File: src/rtl/fifo_push_arbiter.sv
// -----------------------------------------------------------------------------
// fifo_push_arbiter
//
// Purpose:
//   Arbitrates N_REQ producers onto the single write port of a FIFO. A producer
//   that wins arbitration owns the port for a burst of up to BURST_MAX
//   consecutive pushes. Ownership then passes round-robin to the next producer
//   after the owner. Accepts are combinational, so a beat is taken in the same
//   cycle it is granted. No push is ever issued while the FIFO reports full.
//
// Ports:
//   clk          in   1                 single clock, rising edge
//   rst          in   1                 synchronous active-high reset
//   req          in   N_REQ             per-producer push request
//   req_data     in   N_REQ*W_WIDTH     producer i data in [i*W_WIDTH +: W_WIDTH]
//   full         in   1                 FIFO full flag
//   gnt          out  N_REQ             one-hot-or-zero accept (data taken now)
//   push         out  1                 FIFO push strobe
//   in_data      out  W_WIDTH           FIFO write data (0 when not pushing)
//   owner        out  clog2(N_REQ)      current or most recent burst owner
//   blocked_cnt  out  16                saturating count of full-stall cycles
// -----------------------------------------------------------------------------
module fifo_push_arbiter #(
    parameter int N_REQ     = 4,
    parameter int W_WIDTH   = 8,
    parameter int BURST_MAX = 4
) (
    input  logic                       clk,
    input  logic                       rst,
    input  logic [N_REQ-1:0]           req,
    input  logic [N_REQ*W_WIDTH-1:0]   req_data,
    input  logic                       full,
    output logic [N_REQ-1:0]           gnt,
    output logic                       push,
    output logic [W_WIDTH-1:0]         in_data,
    output logic [$clog2(N_REQ)-1:0]   owner,
    output logic [15:0]                blocked_cnt
);

    localparam int OW = $clog2(N_REQ);
    localparam int BW = $clog2(BURST_MAX + 1);

    typedef enum logic {
        IDLE = 1'b0,   // no owner; next cycle with a request starts a burst
        OWN  = 1'b1    // owner locked until burst limit or owner drops req
    } state_t;

    state_t          state, state_nxt;
    logic [OW-1:0]   rr_ptr, rr_ptr_nxt;
    logic [OW-1:0]   owner_nxt;
    logic [BW-1:0]   beat_cnt, beat_nxt;

    logic            pick_valid;
    logic [OW-1:0]   pick_idx;
    logic [BW-1:0]   beat_inc;
    logic            burst_done;

    // Index of the producer that follows idx, wrapping at N_REQ (which need
    // not be a power of two).
    function automatic logic [OW-1:0] wrap_inc(input logic [OW-1:0] idx);
        if (int'(idx) == N_REQ - 1) begin
            return '0;
        end
        return idx + OW'(1);
    endfunction

    // -------------------------------------------------------------------------
    // Round-robin search: first asserted request starting at rr_ptr.
    // -------------------------------------------------------------------------
    always_comb begin
        int cand;
        // NOTE: every variable written in a combinational block gets a default
        // at the top; otherwise a path that skips the assignment infers a latch.
        pick_valid = 1'b0;
        pick_idx   = '0;
        cand       = 0;
        for (int k = 0; k < N_REQ; k++) begin
            cand = int'(rr_ptr) + k;
            if (cand >= N_REQ) begin
                cand = cand - N_REQ;
            end
            if (!pick_valid && req[cand]) begin
                pick_valid = 1'b1;
                pick_idx   = OW'(cand);
            end
        end
    end

    // The grant that brings beat_cnt up to BURST_MAX closes the burst.
    assign beat_inc   = beat_cnt + BW'(1);
    assign burst_done = (beat_inc == BW'(BURST_MAX));

    // -------------------------------------------------------------------------
    // Next-state and grant logic. Reset and full both force the accept path
    // off; with full=1 every register holds, so a stalled burst resumes exactly
    // where it stopped once space frees up.
    // -------------------------------------------------------------------------
    always_comb begin
        state_nxt  = state;
        rr_ptr_nxt = rr_ptr;
        owner_nxt  = owner;
        beat_nxt   = beat_cnt;
        gnt        = '0;

        if (!rst && !full) begin
            unique case (state)
                IDLE: begin
                    if (pick_valid) begin
                        gnt[pick_idx] = 1'b1;
                        owner_nxt     = pick_idx;
                        beat_nxt      = BW'(1);
                        if (BURST_MAX == 1) begin
                            // A one-beat burst is already complete: stay idle
                            // and move the pointer past the winner.
                            rr_ptr_nxt = wrap_inc(pick_idx);
                        end else begin
                            state_nxt = OWN;
                        end
                    end
                end

                OWN: begin
                    if (req[owner]) begin
                        gnt[owner] = 1'b1;
                        beat_nxt   = beat_inc;
                        if (burst_done) begin
                            state_nxt  = IDLE;
                            rr_ptr_nxt = wrap_inc(owner);
                        end
                    end else begin
                        // Owner withdrew mid-burst: release ownership. This
                        // cycle carries no grant; the next producer is picked
                        // from IDLE on the following cycle.
                        state_nxt  = IDLE;
                        rr_ptr_nxt = wrap_inc(owner);
                    end
                end

                default: begin
                    state_nxt = IDLE;
                end
            endcase
        end
    end

    // -------------------------------------------------------------------------
    // Write-port drive: data of the granted producer, zero otherwise.
    // -------------------------------------------------------------------------
    assign push = |gnt;

    always_comb begin
        in_data = '0;
        for (int i = 0; i < N_REQ; i++) begin
            if (gnt[i]) begin
                in_data = req_data[i*W_WIDTH +: W_WIDTH];
            end
        end
    end

    // -------------------------------------------------------------------------
    // State registers.
    // -------------------------------------------------------------------------
    // NOTE: sequential state uses non-blocking assignments so every register
    // samples the pre-edge values, independent of statement order.
    always_ff @(posedge clk) begin
        if (rst) begin
            state    <= IDLE;
            rr_ptr   <= '0;
            owner    <= '0;
            beat_cnt <= '0;
        end else begin
            state    <= state_nxt;
            rr_ptr   <= rr_ptr_nxt;
            owner    <= owner_nxt;
            beat_cnt <= beat_nxt;
        end
    end

    // Stall counter: counts cycles in which some producer wanted to push but
    // the FIFO was full. Sticks at all-ones rather than wrapping.
    always_ff @(posedge clk) begin
        if (rst) begin
            blocked_cnt <= '0;
        end else if (full && (|req) && (blocked_cnt != 16'hFFFF)) begin
            blocked_cnt <= blocked_cnt + 16'd1;
        end
    end

endmodule

File: config.mk
export PLATFORM = sky130hd
export DESIGN_NAME = fifo_push_arbiter
export DESIGN_NICKNAME = d
export VERILOG_FILES = /design/src/rtl/fifo_push_arbiter.sv
export SDC_FILE = /design/constraint.sdc
export NUM_CORES = 1
export LEC_CHECK = 0
export BUFFER_PORTS_ARGS = -buffer_cell sky130_fd_sc_hd__buf_2
export CAP_MARGIN = 40
export CORE_AREA = 2 2 61 63
export DETAILED_ROUTE_END_ITERATION = 12
export DIE_AREA = 0 0 63 65
export PLACE_DENSITY = 0.9
export SLEW_MARGIN = 20
export SYNTH_ARGS = -nofsm -noshare
export SYNTH_HDL_FRONTEND = slang
export SYNTH_SLANG_ARGS = --single-unit
File: constraint.sdc
create_clock -name clk -period 4.71 [get_ports clk]
set_input_delay 0.7065 -clock clk [delete_from_list [all_inputs] [get_ports clk]]
set_output_delay 0.7065 -clock clk [all_outputs]
set_load 0.005 [all_outputs]
; ---- Word-level counts from Yosys, hierarchy flattened
; Index checks and enable logic that the tools add are counted.
[classes]
n_addsub = 10
order_cmp = 12
eq_ne = 6
muxes = 58
n_bitwise = 1
reduce_logical = 18
[ops]
columns = op, count
row1 = $lt 32x4->1 const B, 4
row2 = $mux 32, 4
row3 = $mux 8, 4
row4 = $mux 1, 26
row5 = $mux 2, 9
row6 = $add 16x1->16 const B, 1
row7 = $ne 16x16->1 const B, 1
row8 = $mux 4, 3
row9 = $sub 3x3->4 const B, 3
row10 = $bmux 1 s2, 5
row11 = $ge 3x3->1 const B, 3
row12 = $reduce_and 3->1, 3
row13 = $logic_and 1x1->1, 8
row14 = $pmux 4 s2, 1
row15 = $reduce_or 4->1, 2
row16 = $add 2x2->3 const B, 2
row17 = $lt 2x3->1 const B, 2
row18 = $mux 3, 2
row19 = $pmux 3 s2, 1
row20 = $logic_not 1->1, 5
row21 = $demux 1 s2, 2
row22 = $ge 2x1->1 const B, 2
row23 = $ne 2x2->1 const B, 2
row24 = $sub 2x3->4 const B, 1
row25 = other kinds (9), 9
[word_totals]
reg_bits = 24
word_cells = 110

; ---- Logic depth before layout (Yosys ltp)
; Gate-level depths: netlist (run 1).
[logic_depth]
word_depth = 26
depth_mapped = 9
depth_no_buf = 7

; ---- Worst setup path after synthesis (run 1)
; No wires, ideal clock.
[synth_timing]
kind = in2out
startpoint = input port req[3]
endpoint = output port in_data[0]
arrival_time_ps = 2289
required_ps = 4003
path_slack_ps = 1714
stages = 7
path_buffers = 2
path_cell_list = mux4_2 > and3_4 > buf_6 > a32o_1 > and2_4 > buf_6 > a221oi_2
[synth_lines]
columns = element, line_no
row1 = start: declaration, 30  ; input logic [N_REQ-1:0] req,
row2 = $bmux 1 s2, 82  ; if (!pick_valid && req[cand]) begin
row3 = $mux 1 (implied by the code) (2 in a row), 82
row4 = $mux 1, 82
row5 = $logic_not 1->1, 82
row6 = $logic_and 1x1->1, 82
row7 = $mux 1, 82
row8 = $logic_not 1->1, 82
row9 = $logic_and 1x1->1, 82
row10 = [... 5 more ...], n/a
row11 = $logic_and 1x1->1 (implied by the code), 109  ; gnt[pick_idx] = 1'b1;
row12 = $mux 1 (implied by the code), 109
row13 = $demux 1 s2, 109
row14 = $mux 4, 108  ; if (pick_valid) begin
row15 = $pmux 4 s2 *, 106  ; unique case (state)
row16 = $mux 4 *, 105  ; if (!rst && !full) begin
row17 = net gnt[2], 33  ; output logic [N_REQ-1:0] gnt,
row18 = $mux 8 * (2 in a row), 154  ; if (gnt[i]) begin
row19 = end: declaration, 35  ; output logic [W_WIDTH-1:0] in_data,
; Mark *: on every way through the listed nets, which the timed path passes. The rest lies on a longest branch. The select of a mux whose other input is x is not followed.

; ---- Final worst setup path (run 1)
[layout_timing]
startpoint = input port rst
endpoint = output port in_data[2]
[layout_between]
elab_chain_cells = 7
[layout_rtl]
columns = element, line_no
row1 = start: declaration, 29  ; input logic rst,
row2 = $logic_not 1->1 *, 105
row3 = $logic_and 1x1->1 *, 105
row4 = $mux 4 *, 105
row5 = $mux 8 (3 in a row), 154
row6 = $mux 8 *, 154
; Every way passes the cells marked *; elsewhere a longest branch is shown, timed or not.

==> impl_metrics.yaml, run 1 <==
yosys:
  ys_seq_area_share_pct: 27.59
  yosysWarnings: 0
  synth_edf_count: 0
  synthFlopType: "dfxtp_1"
  synth_cell_types: 47
  postSynthAreaPerCell_um2: 8.063
  syn_nets: 262
  netlist_instances: 216
  synth_area_mm2: 0.001742
  ys_ff_latch: 24
  ys_async_sr_fraction_pct: 0
global_routing:
  grt_start_max_net_pins: 27
  antenna_found_initial: 0
  grt_pass1_wl_um: 6458
  overflow: 0
  grt_usage_pct: 19.14
  grt_pass1_vias: 1500
floorplanning:
  start_util_pct: 49.82
  core_mm2: 0.003496
  num_rows: 22
  io_pins: 70
  die_area_mm2: 0.004095
  die_x_um: 63
  die_y_um: 65
final_layout:
  utilization_pct: 60.38
  antennaDiodeCount: 0
  area_growth_pct: 21.19
  mostFrequentLayoutCell: "buf_2"
  layoutNonFillerInstCount: 326
  layout.nets: 325
  drive_gt1_share_pct: 32.37
  final_cell_mix: "69 x buf_2, 32 x nor2_1, 24 x dfxtp_1, 22 x inv_1, 20 x nand3_1"
  stdcell_area_mm2: 0.002111
placed_design:
  gp_congestion: 0.7796
  post_dp_cell_area_mm2: 0.002074
  io_buffers: 69
  placed_cells: 322
  hpwl_um: 3123
  pre_cts_ws_ns: 1.160
sta:
  min_period_over_period_pct: 75.49
  slew_headroom_pct: 56.52
  hold_viol: 0
  setup_ws_ns: 1.154
  hold_slack_ns: 0.4903
  finalSetupViolCount: 0
  fmax_ghz: 0.2813
  rsz0062_at_grt: "no"
  finClkSkew_ns: 0.006240
  tns_ns: 0
  period_needed_ns: 3.556
  final_max_slew_viol_count: 0
  tightest_slew_ns: 0.6437
clock_network:
  cts-buffers-inserted: 3
  path_clk_slew_ns: 0.13
  cts.path.max_buffers: 2
  holdBufCountCts: 0
  tritoncts: "done"
  h-tree-depth: 1
  post-cts-setup-buffer-count: 0
  clock_latency_ns: 0.31
  cts.sinks: 24
  root_buffer: "clkbuf_4"
  cts.repair.resized: 0
power_and_ir_drop:
  total_power_mw: 0.4086
  ir_worst_vdd_mv: 0.1535
  p_per_area_mw_per_mm2: 193.6
  power.leakage_nw: 1.002
hold_path:
  hp-class: "reg2reg"
job:
  cap_violations: 0
routing:
  drc: 0
  drtIter0Drc: 65
  antenna_left: 0
  wl_per_cell_um: 12.21
  firstDrtPassIters: 4
  viasPerCell: 5.252
  num_vias: 1712
  wirelength_um: 3982
worst_setup_path:
  crit_path_start_kind: "input pin"
  crit_arrival_ns: 2.85
  criticalPathCategory: "in2out"
  cp-end-kind: "primary output"
  critPathRequiredTime_ns: 4.00
  crit_path_max_fanout: 26
outcome:
  outcome: "finished clean"
[worst max-delay path, stage by stage]
cell and delay, ns:
buf_2 0.24, or2_2 0.44, nor2_1 0.42, a32o_1 0.47, nand3_1 0.15, a221oi_2 0.26
buf_2 0.15
[synth_stat cells, types with 2 or more instances]
cell type / n / area share (%)
a221oi_2: 8 / 6.9
o22ai_1: 2 / 0.72
ha_1: 7 / 5.0
a21o_1: 2 / 0.86
nor2b_1: 3 / 1.1
inv_1: 22 / 4.7
nand2_1: 13 / 2.8
buf_6: 4 / 2.6
and3_1: 2 / 0.72
clkbuf_1: 6 / 1.3
mux2i_1: 2 / 1.1
nand3b_1: 2 / 0.86
nand3_1: 20 / 5.7
dfxtp_1: 24 / 28
a21oi_1: 7 / 2.0
nor3_1: 3 / 0.86
o31ai_1: 2 / 0.86
or2_2: 2 / 0.72
o21ai_0: 2 / 0.57
or3_1: 3 / 1.1
xor2_1: 9 / 4.5
nor2_1: 32 / 6.9
o31a_1: 9 / 4.5
and4_1: 2 / 1.0
xnor2_1: 5 / 2.5
a32o_1: 2 / 1.1
[path summary, 6_finish.rpt]
| check | endpoint | startpoint | slack, ns | cells past startpoint |
|---|---|---|---|---|
| worst max-delay path | in_data[2] | rst | 1.15 | 7 |
| worst min-delay path | beat_cnt[1] | beat_cnt[1] | 0.49 | 2 |
| worst max register to register | blocked_cnt[15] | blocked_cnt[2] | 2.74 | 6 |
| worst min register to register | beat_cnt[1] | beat_cnt[1] | 0.49 | 2 |
[sequential cells by signal, summed over array words and instances, names as in the netlist]
| signal | flops |
|---|---|
| rr_ptr | 2 |
| state | 1 |
| beat_cnt | 3 |
| owner | 2 |
| blocked_cnt | 16 |
[cell type report]
type / instances / area, um^2
Timing Repair Buffer: 69 / 345.3
Tap cell: 48 / 60.06
Fill cell: 331 / 1385
Clock buffer: 4 / 36.28
Multi-Input combinational cell: 159 / 1106
Inverter: 22 / 82.58
Sequential cell: 24 / 480.5
[per-layer routing]
metal,global-route usage [%],vias up,routed length [um]
met4,6.944,0,40
met1,22.02,766,1740
met2,34.84,56,1905
met5,0,-,0
li1,-,886,-
met3,3.993,4,297
[report_power, final]
part	switching, mW	total [mW]	internal (mW)
registers	0.00549	0.213	0.208
logic	0.0474	0.0903	0.0428
clock network	0.0582	0.105	0.0472
total	0.111	0.409	0.298
[logic make-up (layout without fill, tap and decap cells)]
kind of cell	count (synthesis)	in the layout	share of synthesized area, %
and+or+nand+nor	92	92	26.29
AOI/OAI and AO/OA	42	42	22.06
buffers and inverters	33	95	8.908
DFF	24	24	27.59
xor gates and xnor gates	14	14	7.040
adders and majority gates	7	7	5.029
muxes	4	4	3.089
(Power assumes the default switching activity.)
==> run 2, diff against run 1 <==
CORE_AREA = 2 2 64 66   (was 2 2 61 63)
DIE_AREA = 0 0 66 68   (was 0 0 63 65)
PLACE_DENSITY = 0.84   (was 0.9)
clock period = 3.3 ns   (was 4.71 ns; I/O delays follow)
==> impl_metrics.yaml, run 2 (synthesis gave the netlist of run 1 again) <==
outcome:
  outcome: "finished clean"
clock_network:
  holdBufCountCts: 0
  cts-buffers-inserted: 3
  cts.repair.resized: 0
  root_buffer: "clkbuf_8"
  h-tree-depth: 1
  clock_latency_ns: 0.27
  cts.sinks: 24
  path_clk_slew_ns: 0.08
  cts.path.max_buffers: 2
  post-cts-setup-buffer-count: 0
  tritoncts: "done"
routing:
  drtIter0Drc: 32
  antenna_left: 0
  firstDrtPassIters: 4
  viasPerCell: 5.233
  drc: 0
  wl_per_cell_um: 12.62
  wirelength_um: 4164
  num_vias: 1727
worst_setup_path:
  worst-path-buf-inv: 1
  crit_path_start_kind: "flop"
  critPathRequiredTime_ns: 2.80
  crit_path_frequent_cell: "nand3_1"
  crit_path_max_fanout: 17
  path_cells: "mux4_2 > nand3_1 > o31a_1 > nand3_1 > a221oi_2 > buf_2"
  cp_slowest_cell: "mux4_2"
  cp-end-kind: "primary output"
  cp.depth: 6
  critPathTopFamily: "compound AO/OA/AOI/OAI gates"
  criticalPathCategory: "reg2out"
  critPathMaxStageDelay_ns: 0.60
  r2r_cells: 6
  crit_arrival_ns: 2.59
final_layout:
  reg_top3: "blocked_cnt (16), beat_cnt (3)"
  mostFrequentLayoutCell: "buf_2"
  largest_reg_flops: 16
  area_growth_pct: 23.28
  final_cell_mix: "69 x buf_2, 32 x nor2_1, 24 x dfxtp_1, 22 x inv_1, 20 x nand3_1"
  layout.nets: 327
  n_fill_cell: 375
  regMostFlops: "blocked_cnt"
  antennaDiodeCount: 0
  drive_gt1_share_pct: 32.86
  utilization_pct: 55.68
power_and_ir_drop:
  p_per_area_mw_per_mm2: 293.0
  ir_worst_vdd_mv: 0.3375
  total_power_mw: 0.6291
  power.leakage_nw: 1.019
sta:
  finClkSkew_ns: 0.005721
  min_period_over_period_pct: 93.50
  hold_viol: 0
  tns_ns: 0
  final_max_slew_viol_count: 0
  slew_headroom_pct: 53.36
  tightest_slew_ns: 0.6906
  rsz0062_at_grt: "no"
  period_needed_ns: 3.086
  finalSetupViolCount: 0
  fmax_ghz: 0.3241
floorplanning:
  num_rows: 23
  io_pins: 70
  core_mm2: 0.003856
  die_y_um: 68
  die_area_mm2: 0.004488
  die_x_um: 66
  start_util_pct: 45.17
hold_path:
  hp-class: "reg2reg"
  hold_depth: 2
placed_design:
  gp_congestion: 0.8337
  io_buffers: 69
  hpwl_um: 3273
global_routing:
  antenna_found_initial: 0
  grt_usage_pct: 18.04
  overflow: 0
  grt_start_max_net_pins: 26
  grt_pass1_vias: 1521
  grt_pass1_wl_um: 6430
job:
  cap_violations: 0
run 2: power breakdown:
group	total, mW	internal, mW	leakage, nW	switching (mW)
clock network	0.193	0.106	0.0288	0.0865
logic	0.132	0.0628	0.796	0.0695
registers	0.304	0.296	0.194	0.00798
total	0.629	0.465	1.02	0.164
run 2: final timing paths:
path / start / end / slack [ns]
min: beat_cnt[2] / beat_cnt[2] / 0.48
max reg2reg: blocked_cnt[2] / blocked_cnt[15] / 1.38
min reg2reg: beat_cnt[2] / beat_cnt[2] / 0.48
max: owner[0] / in_data[7] / 0.21
run 2: layer usage:
| metal | part of all wire (%) | up-vias | GRT usage [%] |
|---|---|---|---|
| met5 | 0 | - | 0 |
| met1 | 42 | 773 | 19.52 |
| met3 | 7.6 | 5 | 2.467 |
| met2 | 49 | 61 | 36.24 |
| li1 | - | 888 | - |
| met4 | 1.0 | 0 | 5.357 |
run 2: cell type report:
class / count / area (um^2) / share of cell area (%)
Inverter: 22 / 82.58 / 3.846
Sequential cell: 24 / 480.5 / 22.38
Clock buffer: 4 / 55.05 / 2.564
Multi-Input combinational cell: 159 / 1106 / 51.52
Timing Repair Buffer: 71 / 360.3 / 16.78
Tap cell: 50 / 62.56 / 2.914
run 2: metrics by stage:
| stage | setup slack [ns] | hold slack [ns] | instances | area (um^2) |
|---|---|---|---|---|
| 6_report | 0.2144 | 0.4813 | 330 | 2147 |
| 5_1_grt | 0.03601 | 0.5135 | 330 | 2147 |
| 4_1_cts | 0.2084 | 0.4853 | 330 | 2147 |
| 3_5_place_dp | 0.3568 | 0.4732 | 326 | 2092 |
| 3_3_place_gp | 0.3738 | 0.4643 | 326 | 2092 |
| 2_1_floorplan | 0.7274 | 0.4514 | 216 | 1742 |
run 2: tightest hold or removal path, cell delays in order (launching register included):
cell	delay (ns)
dfxtp_1	0.33
nand2_1	0.06
a21oi_1	0.05
==> run 3, diff against run 2 <==
CORE_AREA = 2 2 61 69   (was 2 2 64 66)
DIE_AREA = 0 0 63 71   (was 0 0 66 68)
==> impl_metrics.yaml, run 3 (synthesis gave the netlist of run 1 again) <==
global_routing:
  grt_start_max_net_pins: 26
  grt_pass1_wl_um: 7003
  grt_usage_pct: 18.66
  overflow: 0
  grt_pass1_vias: 1616
  antenna_found_initial: 0
routing:
  num_vias: 1752
  wirelength_um: 4131
  firstDrtPassIters: 4
  wl_per_cell_um: 12.44
  drtIter0Drc: 57
  viasPerCell: 5.277
  antenna_left: 0
  drc: 0
clock_network:
  cts.sinks: 24
  cts.path.max_buffers: 2
  holdBufCountCts: 0
  cts-buffers-inserted: 3
  root_buffer: "clkbuf_8"
  clock_latency_ns: 0.26
  tritoncts: "done"
  cts.repair.resized: 0
  h-tree-depth: 1
  path_clk_slew_ns: 0.08
  post-cts-setup-buffer-count: 0
sta:
  finalSetupViolCount: 0
  period_needed_ns: 3.085
  tns_ns: 0
  hold_viol: 0
  rsz0062_at_grt: "no"
  min_period_over_period_pct: 93.49
  tightest_slew_ns: 0.6219
  setup_ws_ns: 0.2149
  fmax_ghz: 0.3241
  final_max_slew_viol_count: 0
  slew_headroom_pct: 58.54
  finClkSkew_ns: 0.003463
outcome:
  outcome: "finished clean"
final_layout:
  final_cell_mix: "69 x buf_2, 32 x nor2_1, 24 x dfxtp_1, 22 x inv_1, 20 x nand3_1"
  mostFrequentLayoutCell: "buf_2"
  largest_reg_flops: 16
  stdcell_area_mm2: 0.002150
  regMostFlops: "blocked_cnt"
  layoutNonFillerInstCount: 332
  drive_gt1_share_pct: 32.86
  area_growth_pct: 23.42
  layout.nets: 327
  reg_top3: "blocked_cnt (16), beat_cnt (3)"
  antennaDiodeCount: 0
  n_fill_cell: 371
worst_setup_path:
  crit_path_start_kind: "flop"
  criticalPathCategory: "reg2out"
  critPathRequiredTime_ns: 2.80
  crit_arrival_ns: 2.59
  cp-end-kind: "primary output"
  crit_path_max_fanout: 17
power_and_ir_drop:
  ir_worst_vdd_mv: 0.2764
  power.leakage_nw: 1.019
  total_power_mw: 0.6287
  p_per_area_mw_per_mm2: 292.5
placed_design:
  pre_cts_ws_ns: 0.3277
  hpwl_um: 3216
  io_buffers: 69
  post_dp_cell_area_mm2: 0.002095
  placed_cells: 328
  gp_congestion: 0.8150
floorplanning:
  core_mm2: 0.003814
  die_area_mm2: 0.004473
  die_x_um: 63
  start_util_pct: 45.67
  io_pins: 70
  die_y_um: 71
  num_rows: 24
hold_path:
  hp-class: "reg2reg"
job:
  cap_violations: 0
==> run 3: cell counts in the layout (fill, tap and decap cells not counted) <==
Identical to the previous run, type by type.
==> run 3: power by group <==
group	internal (mW)	switching, mW	leakage [nW]
logic	0.0628	0.0698	0.796
registers	0.296	0.00793	0.194
clock network	0.106	0.0861	0.0288
total	0.465	0.164	1.02
==> run 3: final timing paths <==
path	start	endpoint	slack (ns)	depth (start not counted)
max	owner[0]	in_data[3]	0.21	6
min	beat_cnt[1]	beat_cnt[1]	0.48	2
max reg2reg	blocked_cnt[2]	blocked_cnt[15]	1.44	6
min reg2reg	beat_cnt[1]	beat_cnt[1]	0.48	2
==> run 3: worst max-delay path: stages (launching register included) <==
cell and delay (ns):
dfxtp_1 0.44, mux4_2 0.59, nand3_1 0.11, o31a_1 0.54, nand3_1 0.22, a221oi_2 0.28, buf_2 0.15
==> run 3: final cells by class <==
type / instances / area (um^2) / share of cell area (%)
Clock buffer: 4 / 55.05 / 2.561
Inverter: 22 / 82.58 / 3.842
Multi-Input combinational cell: 159 / 1106 / 51.46
Sequential cell: 24 / 480.5 / 22.35
Tap cell: 52 / 65.06 / 3.027
Timing Repair Buffer: 71 / 360.3 / 16.76
==> run 3: stage by stage <==
step	util, %	hold slack [ns]
CTS	56.36	0.4851
floorplan	-	0.4514
detailed placement	54.92	0.4736
finish	56.36	0.4823
global placement	54.92	0.4624
global route	56.36	0.5114
==> run 3: per-layer routing <==
| layer | part of all wire [%] | vias to the layer above | GRT usage (%) |
|---|---|---|---|
| met5 | 0 | - | 0 |
| met4 | 0.41 | 0 | 3.704 |
| li1 | - | 888 | - |
| met1 | 44 | 799 | 23.52 |
| met3 | 7.3 | 2 | 2.544 |
| met2 | 48 | 63 | 33.92 |
